$ cat config.mk
export PLATFORM = sky130hd
export DESIGN_NAME = div_unit_flat
export DESIGN_NICKNAME = d
export VERILOG_FILES = /design/src/rtl/div_unit_if.sv /design/src/rtl/div_unit.sv /design/src/flat_wrapper.sv
export SDC_FILE = /design/constraint.sdc
export NUM_CORES = 1
export LEC_CHECK = 0
export ABC_CLOCK_PERIOD_IN_PS = 9600
export CAP_MARGIN = 20
export CORE_MARGIN = 5
export CORE_UTILIZATION = 50
export CTS_CLUSTER_DIAMETER = 100
export DETAILED_ROUTE_END_ITERATION = 10
export GPL_TIMING_DRIVEN = 0
export PLACE_DENSITY = 0.7
export SLEW_MARGIN = 20
export SYNTH_ARGS = -nofsm -noshare
export SYNTH_HDL_FRONTEND = slang
export SYNTH_SLANG_ARGS = --single-unit
$ cat constraint.sdc
create_clock -name clk -period 9.6 [get_ports clk]
set_input_delay 1.92 -clock clk [delete_from_list [all_inputs] [get_ports clk]]
set_output_delay 1.92 -clock clk [all_outputs]
set_load 0.005 [all_outputs]
$ cat src/rtl/div_unit_if.sv
// Request/response bundle between the core issue stage and the RV32M divider.
interface div_unit_if #(parameter int WIDTH = 32);
  logic             start;
  logic [1:0]       op;
  logic [WIDTH-1:0] op_a;
  logic [WIDTH-1:0] op_b;
  logic [4:0]       rd_in;
  logic             busy;
  logic             done;
  logic [WIDTH-1:0] result;
  logic [4:0]       rd_out;
  logic             reg_write;

  modport master (output start, op, op_a, op_b, rd_in,
                  input  busy, done, result, rd_out, reg_write);
  modport slave  (input  start, op, op_a, op_b, rd_in,
                  output busy, done, result, rd_out, reg_write);
endinterface

$ cat src/rtl/div_unit.sv
// Multi-cycle RV32M divider (DIV/DIVU/REM/REMU), radix-2 restoring, one quotient bit per clock.
// Optional DIV_EARLY_OUT_EN: divide-by-zero and signed overflow skip the iteration (IDLE -> DONE).
//
// state | meaning
// IDLE  | waiting for start
// CALC  | iterating, busy=1, WIDTH cycles
// DONE  | done=1 for one cycle with result/rd_out
module div_unit #(
  parameter int WIDTH = 32,
  parameter int CNT_W = 5
) (
  input  logic clk,
  input  logic reset,
  div_unit_if.slave bus
);

`ifdef DIV_EARLY_OUT_EN
  localparam logic EARLY_OUT = 1'b1;
`else
  localparam logic EARLY_OUT = 1'b0;
`endif

  typedef enum logic [1:0] {IDLE, CALC, DONE} state_t;
  state_t state, state_nxt;

  logic [WIDTH-1:0] quo_q, rem_q, dvs_q, a_q, result_q;
  logic [CNT_W-1:0] cnt_q;
  logic             rem_sel_q, sign_q, sign_r, div0_q, ovf_q;
  logic [4:0]       rd_q, rd_out_q;
  logic             done_q, reg_write_q;

  logic             is_signed_in, div0_in, ovf_in, early_in, accept;
  logic [WIDTH-1:0] mag_a, mag_b;
  logic [WIDTH:0]   rem_sh, diff;
  logic [WIDTH-1:0] quo_step, rem_step, fin_q, fin_r, calc_result;

  function automatic logic [WIDTH-1:0] special_val(input logic rem_sel,
                                                   input logic [WIDTH-1:0] a,
                                                   input logic div0);
    if (rem_sel) return div0 ? a : '0;
    else         return div0 ? '1 : {1'b1, {(WIDTH-1){1'b0}}};
  endfunction

  assign is_signed_in = ~bus.op[0];
  assign mag_a    = (is_signed_in && bus.op_a[WIDTH-1]) ? -bus.op_a : bus.op_a;
  assign mag_b    = (is_signed_in && bus.op_b[WIDTH-1]) ? -bus.op_b : bus.op_b;
  assign div0_in  = (bus.op_b == '0);
  assign ovf_in   = is_signed_in && (bus.op_a == {1'b1, {(WIDTH-1){1'b0}}}) && (bus.op_b == '1);
  assign early_in = EARLY_OUT && (div0_in || ovf_in);
  assign accept   = bus.start && (state != CALC);

  // Partial remainder stays below the divisor, so the shifted value fits WIDTH+1 bits.
  assign rem_sh   = {rem_q, quo_q[WIDTH-1]};
  assign diff     = rem_sh - {1'b0, dvs_q};
  assign quo_step = {quo_q[WIDTH-2:0], ~diff[WIDTH]};
  assign rem_step = diff[WIDTH] ? rem_sh[WIDTH-1:0] : diff[WIDTH-1:0];
  assign fin_q    = sign_q ? -quo_step : quo_step;
  assign fin_r    = sign_r ? -rem_step : rem_step;
  assign calc_result = (div0_q || ovf_q) ? special_val(rem_sel_q, a_q, div0_q)
                                         : (rem_sel_q ? fin_r : fin_q);

  always_ff @(posedge clk or posedge reset) begin
    if (reset) state <= IDLE;
    else       state <= state_nxt;
  end

  always_comb begin
    state_nxt = state;
    case (state)
      IDLE, DONE: state_nxt = bus.start ? (early_in ? DONE : CALC) : IDLE;
      CALC:       if (cnt_q == '0) state_nxt = DONE;
      default:    state_nxt = IDLE;
    endcase
  end

  always_ff @(posedge clk or posedge reset) begin
    if (reset) begin
      quo_q       <= '0;
      rem_q       <= '0;
      dvs_q       <= '0;
      a_q         <= '0;
      cnt_q       <= '0;
      rem_sel_q   <= 1'b0;
      sign_q      <= 1'b0;
      sign_r      <= 1'b0;
      div0_q      <= 1'b0;
      ovf_q       <= 1'b0;
      rd_q        <= '0;
      result_q    <= '0;
      rd_out_q    <= '0;
      done_q      <= 1'b0;
      reg_write_q <= 1'b0;
    end else begin
      done_q      <= 1'b0;
      reg_write_q <= 1'b0;
      if (accept) begin
        quo_q     <= mag_a;
        dvs_q     <= mag_b;
        a_q       <= bus.op_a;
        rem_q     <= '0;
        cnt_q     <= CNT_W'(WIDTH - 1);
        rem_sel_q <= bus.op[1];
        sign_q    <= is_signed_in && (bus.op_a[WIDTH-1] ^ bus.op_b[WIDTH-1]);
        sign_r    <= is_signed_in && bus.op_a[WIDTH-1];
        div0_q    <= div0_in;
        ovf_q     <= ovf_in;
        rd_q      <= bus.rd_in;
        if (early_in) begin
          result_q    <= special_val(bus.op[1], bus.op_a, div0_in);
          rd_out_q    <= bus.rd_in;
          done_q      <= 1'b1;
          reg_write_q <= (bus.rd_in != 5'd0);
        end
      end else if (state == CALC) begin
        quo_q <= quo_step;
        rem_q <= rem_step;
        cnt_q <= cnt_q - CNT_W'(1);
        if (cnt_q == '0) begin
          result_q    <= calc_result;
          rd_out_q    <= rd_q;
          done_q      <= 1'b1;
          reg_write_q <= (rd_q != 5'd0);
        end
      end
    end
  end

  assign bus.busy      = (state == CALC);
  assign bus.done      = done_q;
  assign bus.result    = result_q;
  assign bus.rd_out    = rd_out_q;
  assign bus.reg_write = reg_write_q;

endmodule

$ cat src/flat_wrapper.sv
// flat-port wrapper written by rule: the top's interface ports become plain ports
module div_unit_flat 
#(
  parameter int WIDTH = 32,
  parameter int CNT_W = 5
)
  (clk, reset, bus_start, bus_op, bus_op_a, bus_op_b, bus_rd_in, bus_busy, bus_done, bus_result, bus_rd_out, bus_reg_write);
  div_unit_if #(.WIDTH(WIDTH)) bus_i ();
  input  logic clk;
  input  logic reset;
  input wire logic [$bits(bus_i.start)-1:0] bus_start;
  input wire logic [$bits(bus_i.op)-1:0] bus_op;
  input wire logic [$bits(bus_i.op_a)-1:0] bus_op_a;
  input wire logic [$bits(bus_i.op_b)-1:0] bus_op_b;
  input wire logic [$bits(bus_i.rd_in)-1:0] bus_rd_in;
  output wire logic [$bits(bus_i.busy)-1:0] bus_busy;
  output wire logic [$bits(bus_i.done)-1:0] bus_done;
  output wire logic [$bits(bus_i.result)-1:0] bus_result;
  output wire logic [$bits(bus_i.rd_out)-1:0] bus_rd_out;
  output wire logic [$bits(bus_i.reg_write)-1:0] bus_reg_write;
  assign bus_i.start = bus_start;
  assign bus_i.op = bus_op;
  assign bus_i.op_a = bus_op_a;
  assign bus_i.op_b = bus_op_b;
  assign bus_i.rd_in = bus_rd_in;
  assign bus_busy = bus_i.busy;
  assign bus_done = bus_i.done;
  assign bus_result = bus_i.result;
  assign bus_rd_out = bus_i.rd_out;
  assign bus_reg_write = bus_i.reg_write;
  div_unit #(.WIDTH(WIDTH), .CNT_W(CNT_W)) u_core (.clk(clk), .reset(reset), .bus(bus_i));
endmodule
==> results of run 1 <==
flip-flops by register name (all words and copies together) (netlist names), 2 cells and up:
name	flops
u_core.bus.rd_out	5
u_core.dvs_q	32
u_core.state	2
u_core.cnt_q	5
u_core.rem_q	32
u_core.rd_q	5
u_core.quo_q	32
u_core.bus.result	32
u_core.a_q	32
worst max path at each step:
stage	slack [ns]	to	from	cells past startpoint
floorplan	2.68	u_core.a_q[0]$_DFFE_PP0P_	reset	1
CTS	3.71	u_core.bus.result[24]$_DFFE_PP0P_	u_core.quo_q[31]$_DFFE_PP0P_	24
global placement	0.14	u_core.bus.rd_out[1]$_DFFE_PP0P_	reset	2
finish	3.56	u_core.bus.result[12]$_DFFE_PP0P_	u_core.quo_q[31]$_DFFE_PP0P_	24
global route	3.20	u_core.bus.result[12]$_DFFE_PP0P_	u_core.quo_q[31]$_DFFE_PP0P_	24
detailed placement	3.77	u_core.bus.result[24]$_DFFE_PP0P_	u_core.quo_q[31]$_DFFE_PP0P_	24
layer usage:
metal	routed length, um	vias up
li1	-	6350
met1	22100	6560
met2	20600	702
met3	4810	83
met4	1290	0
met5	0	-
kinds of logic after synthesis:
family	synth area share
flops	0.340
simple gates	0.200
mux	0.0548
compound gates	0.248
fa+ha+maj	0.0375
xor+xnor	0.0724
buf+inv	0.0473
placed cells by master, fill, tap and decap left out, types with 10 or more instances in the layout:
master | netlist | layout
o211ai_1 | 18 | 18
a31oi_1 | 16 | 16
or3_1 | 22 | 22
a21o_1 | 15 | 15
o21ai_1 | 17 | 17
o41ai_1 | 12 | 12
clkbuf_16 | 0 | 17
a211oi_1 | 11 | 11
o31ai_1 | 30 | 30
inv_1 | 61 | 60
nand4_1 | 13 | 13
nand2b_1 | 15 | 15
o21a_1 | 13 | 13
clkdlybuf4s50_1 | 0 | 113
a21oi_1 | 115 | 115
mux2_2 | 40 | 40
mux2i_1 | 27 | 27
and3_1 | 10 | 10
nand2_1 | 203 | 203
xor2_1 | 54 | 54
nand3_1 | 76 | 76
xnor2_1 | 58 | 58
a22oi_1 | 14 | 14
nor4_1 | 18 | 18
o21ai_0 | 197 | 197
nor3_1 | 40 | 39
clkbuf_1 | 70 | 71
ha_1 | 39 | 39
nor2_1 | 104 | 104
and2_1 | 10 | 10
dfrtp_1 | 184 | 184
worst max-delay path: stages (launching register included):
cell and delay (ns):
dfrtp_1 0.38, inv_1 0.08, ha_1 0.22, fa_1 0.41
nand2b_1 0.21, a21oi_1 0.40, o21bai_4 0.18, a2111o_1 0.39
o211a_2 0.18, inv_2 0.11, buf_6 0.18, buf_4 0.23
buf_2 0.28, nor2_1 0.07, a21oi_1 0.41, ha_1 0.29
nand2_1 0.07, or3_1 0.33, nor3_1 0.16, and3_1 0.23
nor2_2 0.10, o21ai_0 0.21, xor2_1 0.15, a221oi_1 0.50
o21ai_0 0.14
per-stage QoR:
step           cell area, um2  hold slack [ns]
3_5_place_dp            15200            0.467
4_1_cts                 15700            0.476
6_report                15700            0.475
3_3_place_gp            15100            0.458
5_1_grt                 15700            0.499
2_1_floorplan           13600            0.445
final cells by class:
| cell class | instances | share of cell area |
|---|---|---|
| Multi-Input combinational cell | 1326 | 0.528 |
| Sequential cell | 184 | 0.293 |
| Timing Repair Buffer | 114 | 0.0736 |
| Clock buffer | 18 | 0.0273 |
| Tap cell | 341 | 0.0271 |
| Buffer | 93 | 0.0252 |
| Inverter | 65 | 0.0160 |
| Clock inverter | 14 | 0.00986 |
power groups by stage:
stage | Combinational [mW] | Sequential (mW) | Clock (mW)
after detailed placement | 4.63 | 1.51 | 0
after floorplan | 3.27 | 1.35 | 0
after global placement | 4.57 | 1.50 | 0
after CTS | 4.65 | 1.50 | 0.717
after global routing | 5.14 | 1.55 | 0.750
final | 4.77 | 1.52 | 0.711
==> results.toml, run 1 <==
[die]
core_area_um2 = 26800
dieArea_um2 = 30500
boundaryPins = 114
die_y_um = 175
die_w_um = 175
initial_core_util = 0.506
fp-row-count = 60

[power_and_ir_drop]
ir_worst_vdd_mv = 0.205
seqPwrFrac = 0.217
p_clk_frac = 0.102
netSwitchingFraction = 0.538
p_total_mw = 7.00
power_density_nw_per_um2 = 445
p_switching_mw = 3.76
power_frac_comb = 0.681
intPower_mw = 3.24
p_leak_nw = 6.27

[synth]
avgSynthCellArea_um2 = 8.13
synth.most_common_cell = "nand2_1"
synth_ff_type = "dfrtp_1"
yosysTopAreaCell = "dfrtp_1"
ys_warn_count = 0
async_reset_ff_frac = 1.00
synth.top_cells.by_count = "203 x nand2_1, 197 x o21ai_0, 184 x dfrtp_1"
seq_area_frac_synth = 0.340
syn_nets = 1782
synth_edf_count = 0
synth_area_um2 = 13600
synth_cells = 1668
synth_top_area_share = 0.340
synth_seq_cells = 184
synth_cell_types = 88
netlist_top_cells_area = "dfrtp_1 34%, o21ai_0 7.3%, nand2_1 5.6%, a21oi_1 4.2%, xnor2_1 3.7%"

[clock_tree]
cts.sinks = 184
postCtsSetupBuffers = 0
cts.reportedPaths.clkPinSlew_ns = 0.07
cts_tree = "built"
cts_resized = 0
numCtsBuffers = 17
cts_root_buffer = "clkbuf_16"
htree_levels = 4
clk_path_buf_depth = 2
holdBufCountCts = 0
worst_skew_pair.late_latency_ns = 0.45

[critical_path]
crit_required_ns = 9.91
cp.arrival_ns = 6.35
start_kind = "register"
r2r_start = "u_core.quo_q[31]$_DFFE_PP0P_"
reg2reg_depth = 24
timing.rr.end = "u_core.bus.result[12]$_DFFE_PP0P_"
rrSetupSlack_ns = 3.56
crit_path_end_kind = "register"
worstSetupPathType = "reg -> reg"
path_max_fanout = 10

[run_status]
outcome = "complete, no violations"

[grt]
top_usage_layer = "met1"
grt_pass1_wl_mm = 74.6
grt_overflow = 0
use_met1 = 0.467
grt_start_max_net_pins = 102
antenna_found_initial = 0
met3_usage = 0.0679
grt_use_total = 0.312
grtUsageMet2 = 0.457
grt_pass1_vias = 12700

[hold_path]
holdPathStages = 1
min_path_type = "reg -> reg"
whs_endpoint = "u_core.state[0]$_DFFE_PP0P_"
min_from = "u_core.state[0]$_DFFE_PP0P_"

[timing]
rsz0062_at_grt = "no"
finalSetupViolCount = 0
tightest_slew_ns = 0.939
slew-limit-headroom = 0.365
hold_viol_final = 0
fin_ws_ns = 3.56
fin_crit_sh = 0.629
tns_ns = 0
min_period_ns = 6.04
max_freq_mhz = 166
drv_slew = 0
finalClockSkew_ns = 0.0183

[place]
dp_hpwl_mm = 38.3
place_ws_ns = 3.77
dp.cells = 2123
gp_routability_congestion = 1.01
io_buffers = 113

[finish]
layout.cells.non_filler = 2155
diodes = 0
fin_nets = 1915
drive_gt1_frac = 0.0634
final_util = 0.587
multi_input_area_um2 = 8310
num-fill-cells = 2455
regArea_um2 = 4600
syn2layout_area_growth_pct = 16.1

[drt]
final_antenna_net_count = 0
dr.pass1.iters = 6
routed_wl_mm = 48.8
drc_errors = 0
num_vias = 13700
drtIter0Drc = 1713
wl_per_cell_um = 22.6
via_per_inst = 6.35

[run]
cap_violations = 0
No activity file was read; power rests on OpenSTA's default activity.
==> run 2, diff against run 1 <==
--- a/config.mk
+++ b/config.mk
@@ -5,14 +5,14 @@
 export SDC_FILE = /design/constraint.sdc
 export NUM_CORES = 1
 export LEC_CHECK = 0
-export ABC_CLOCK_PERIOD_IN_PS = 9600
+export ABC_CLOCK_PERIOD_IN_PS = 4900
 export CAP_MARGIN = 20
 export CORE_MARGIN = 5
 export CORE_UTILIZATION = 50
 export CTS_CLUSTER_DIAMETER = 100
 export DETAILED_ROUTE_END_ITERATION = 10
 export GPL_TIMING_DRIVEN = 0
-export PLACE_DENSITY = 0.7
+export PLACE_DENSITY = 0.73
 export SLEW_MARGIN = 20
 export SYNTH_ARGS = -nofsm -noshare
 export SYNTH_HDL_FRONTEND = slang
==> constraint.sdc (replaced) <==
create_clock -name clk -period 4.9 [get_ports clk]
set_input_delay 0.98 -clock clk [delete_from_list [all_inputs] [get_ports clk]]
set_output_delay 0.98 -clock clk [all_outputs]
set_load 0.005 [all_outputs]
==> results.toml, run 2 (same netlist as run 1, synthesis figures left out) <==
[finish]
diodes = 0
final_util = 0.606
layout_common_cells = "202 x nand2_1, 193 x o21ai_0, 181 x dfrtp_1"
fin_area_um2 = 16200
fin_nets = 1937
drive_gt1_frac = 0.0942
layout.cells.non_filler = 2177
final_common_cell = "nand2_1"
syn2layout_area_growth_pct = 19.8

[hold_path]
min_path_type = "reg -> reg"
whs_endpoint = "u_core.state[0]$_DFFE_PP0P_"
min_from = "u_core.state[0]$_DFFE_PP0P_"
holdPathStages = 1

[place]
dp.cells = 2127
gp_routability_congestion = 0.969
io_buffers = 113
placed_area_um2 = 15200
dp_hpwl_mm = 39.2

[critical_path]
reg2reg_depth = 22
crit_required_ns = 5.22
crit_path_end_kind = "register"
rrSetupSlack_ns = 0.1
max_stage_delay_ns = 0.45
cp_cell_sequence = "ha_1, buf_6, nand4_1, a2111o_1, o21bai_4, a2111o_1, o211a_2, inv_4, buf_12, buf_12, nor2_1, a21oi_4, ha_2, nand2_1, or3_4, nor3_2, and3_4, nor2_4, a211oi_4, o21ai_0, nor3_2, o21ai_1"
worstSetupPathType = "reg -> reg"
start_kind = "register"
path_max_fanout = 14
worstSetupStartpoint = "u_core.rem_q[13]$_DFFE_PP0P_"
slowest_stage = "dfrtp_2"
cp.arrival_ns = 5.12
r2r_start = "u_core.rem_q[13]$_DFFE_PP0P_"
timing.rr.end = "u_core.bus.result[26]$_DFFE_PP0P_"

[grt]
grt_start_max_net_pins = 35
antenna_found_initial = 2
grt_pass1_wl_mm = 76.9
grt_use_total = 0.319
grt_pass1_vias = 13000
grt_overflow = 0

[timing]
max_freq_mhz = 208
finalSetupViolCount = 0
slew-limit-headroom = 0.349
finalClockSkew_ns = 0.0168
drv_slew = 0
hold_viol_final = 0
whs_ns = 0.477
min_period_ns = 4.80
tightest_slew_ns = 0.971
fin_crit_sh = 0.980

[die]
core_area_um2 = 26800
dieArea_um2 = 30500
die_w_um = 175
die_y_um = 175
fp-row-count = 60
boundaryPins = 114
initial_core_util = 0.506

[drt]
wl_per_cell_um = 23.0
drtIter0Drc = 1670
dr.pass1.iters = 6
via_per_inst = 6.41
drc_errors = 0
num_vias = 14000
routed_wl_mm = 50.1
final_antenna_net_count = 0

[run]
cap_violations = 0

[run_status]
outcome = "complete, no violations"

[clock_tree]
numCtsBuffers = 17
cts_root_buffer = "clkbuf_16"
htree_levels = 4
worst_skew_pair.late_latency_ns = 0.45
cts.sinks = 184
cts.reportedPaths.clkPinSlew_ns = 0.08
cts_tree = "built"
clk_path_buf_depth = 2
[run 2: stage by stage]
| step | setup TNS [ns] | setup slack [ns] |
|---|---|---|
| 6_report | 0 | 0.0984 |
| 5_1_grt | -0.0139 | -0.0139 |
| 4_1_cts | 0 | 0.00990 |
| 3_5_place_dp | -11.28 | -0.996 |
| 3_3_place_gp | -11.35 | -0.999 |
| 2_1_floorplan | 0 | 0.155 |
[run 2: cell type report]
class / count / area [um2]
clock inverters: 15 / 160
fillers: 2462 / 10600
multi-input cells: 1326 / 8570
repair buffers: 140 / 1400
flip-flops and latches: 184 / 4610
plain buffers: 89 / 412
well taps: 341 / 427
inverters: 65 / 250
clock buffers: 17 / 425
[run 2: repair_timing]
action                                  4_1_cts  5_1_grt
endpoints found under the setup margin       14       13
gates resized for setup                      37       26
hold buffers                                  0        0
pin swaps                                     7        9
buffers inserted                              9       13
[run 2: critical path, delay by kind of cell, from the launching register on]
family	cells	cell delay, ns
simple gates	8	1.30
flops	1	0.45
fa+ha+maj	2	0.50
compound gates	8	1.95
buf+inv	4	0.47
[run 2: routing by layer]
layer	vias up	part of all wire	global-route usage
li1	6379	-	-
met1	6740	0.44	0.467
met2	764	0.44	0.480
met3	74	0.11	0.0824
met4	0	0.019	0.0671
met5	-	0	0
[run 2: worst max-delay path by stage]
stage / to
final: u_core.bus.result[26]$_DFFE_PP0P_
after global routing: u_core.bus.result[28]$_DFFE_PP0P_
after CTS: u_core.bus.result[24]$_DFFE_PP0P_
after detailed placement: u_core.bus.result[16]$_DFFE_PP0P_
after global placement: u_core.bus.result[16]$_DFFE_PP0P_
after floorplan: u_core.bus.result[24]$_DFFE_PP0P_
Power of run 2 is not shown: default switching activity piles up to over one toggle a cycle in this logic, so the estimate is an artifact.
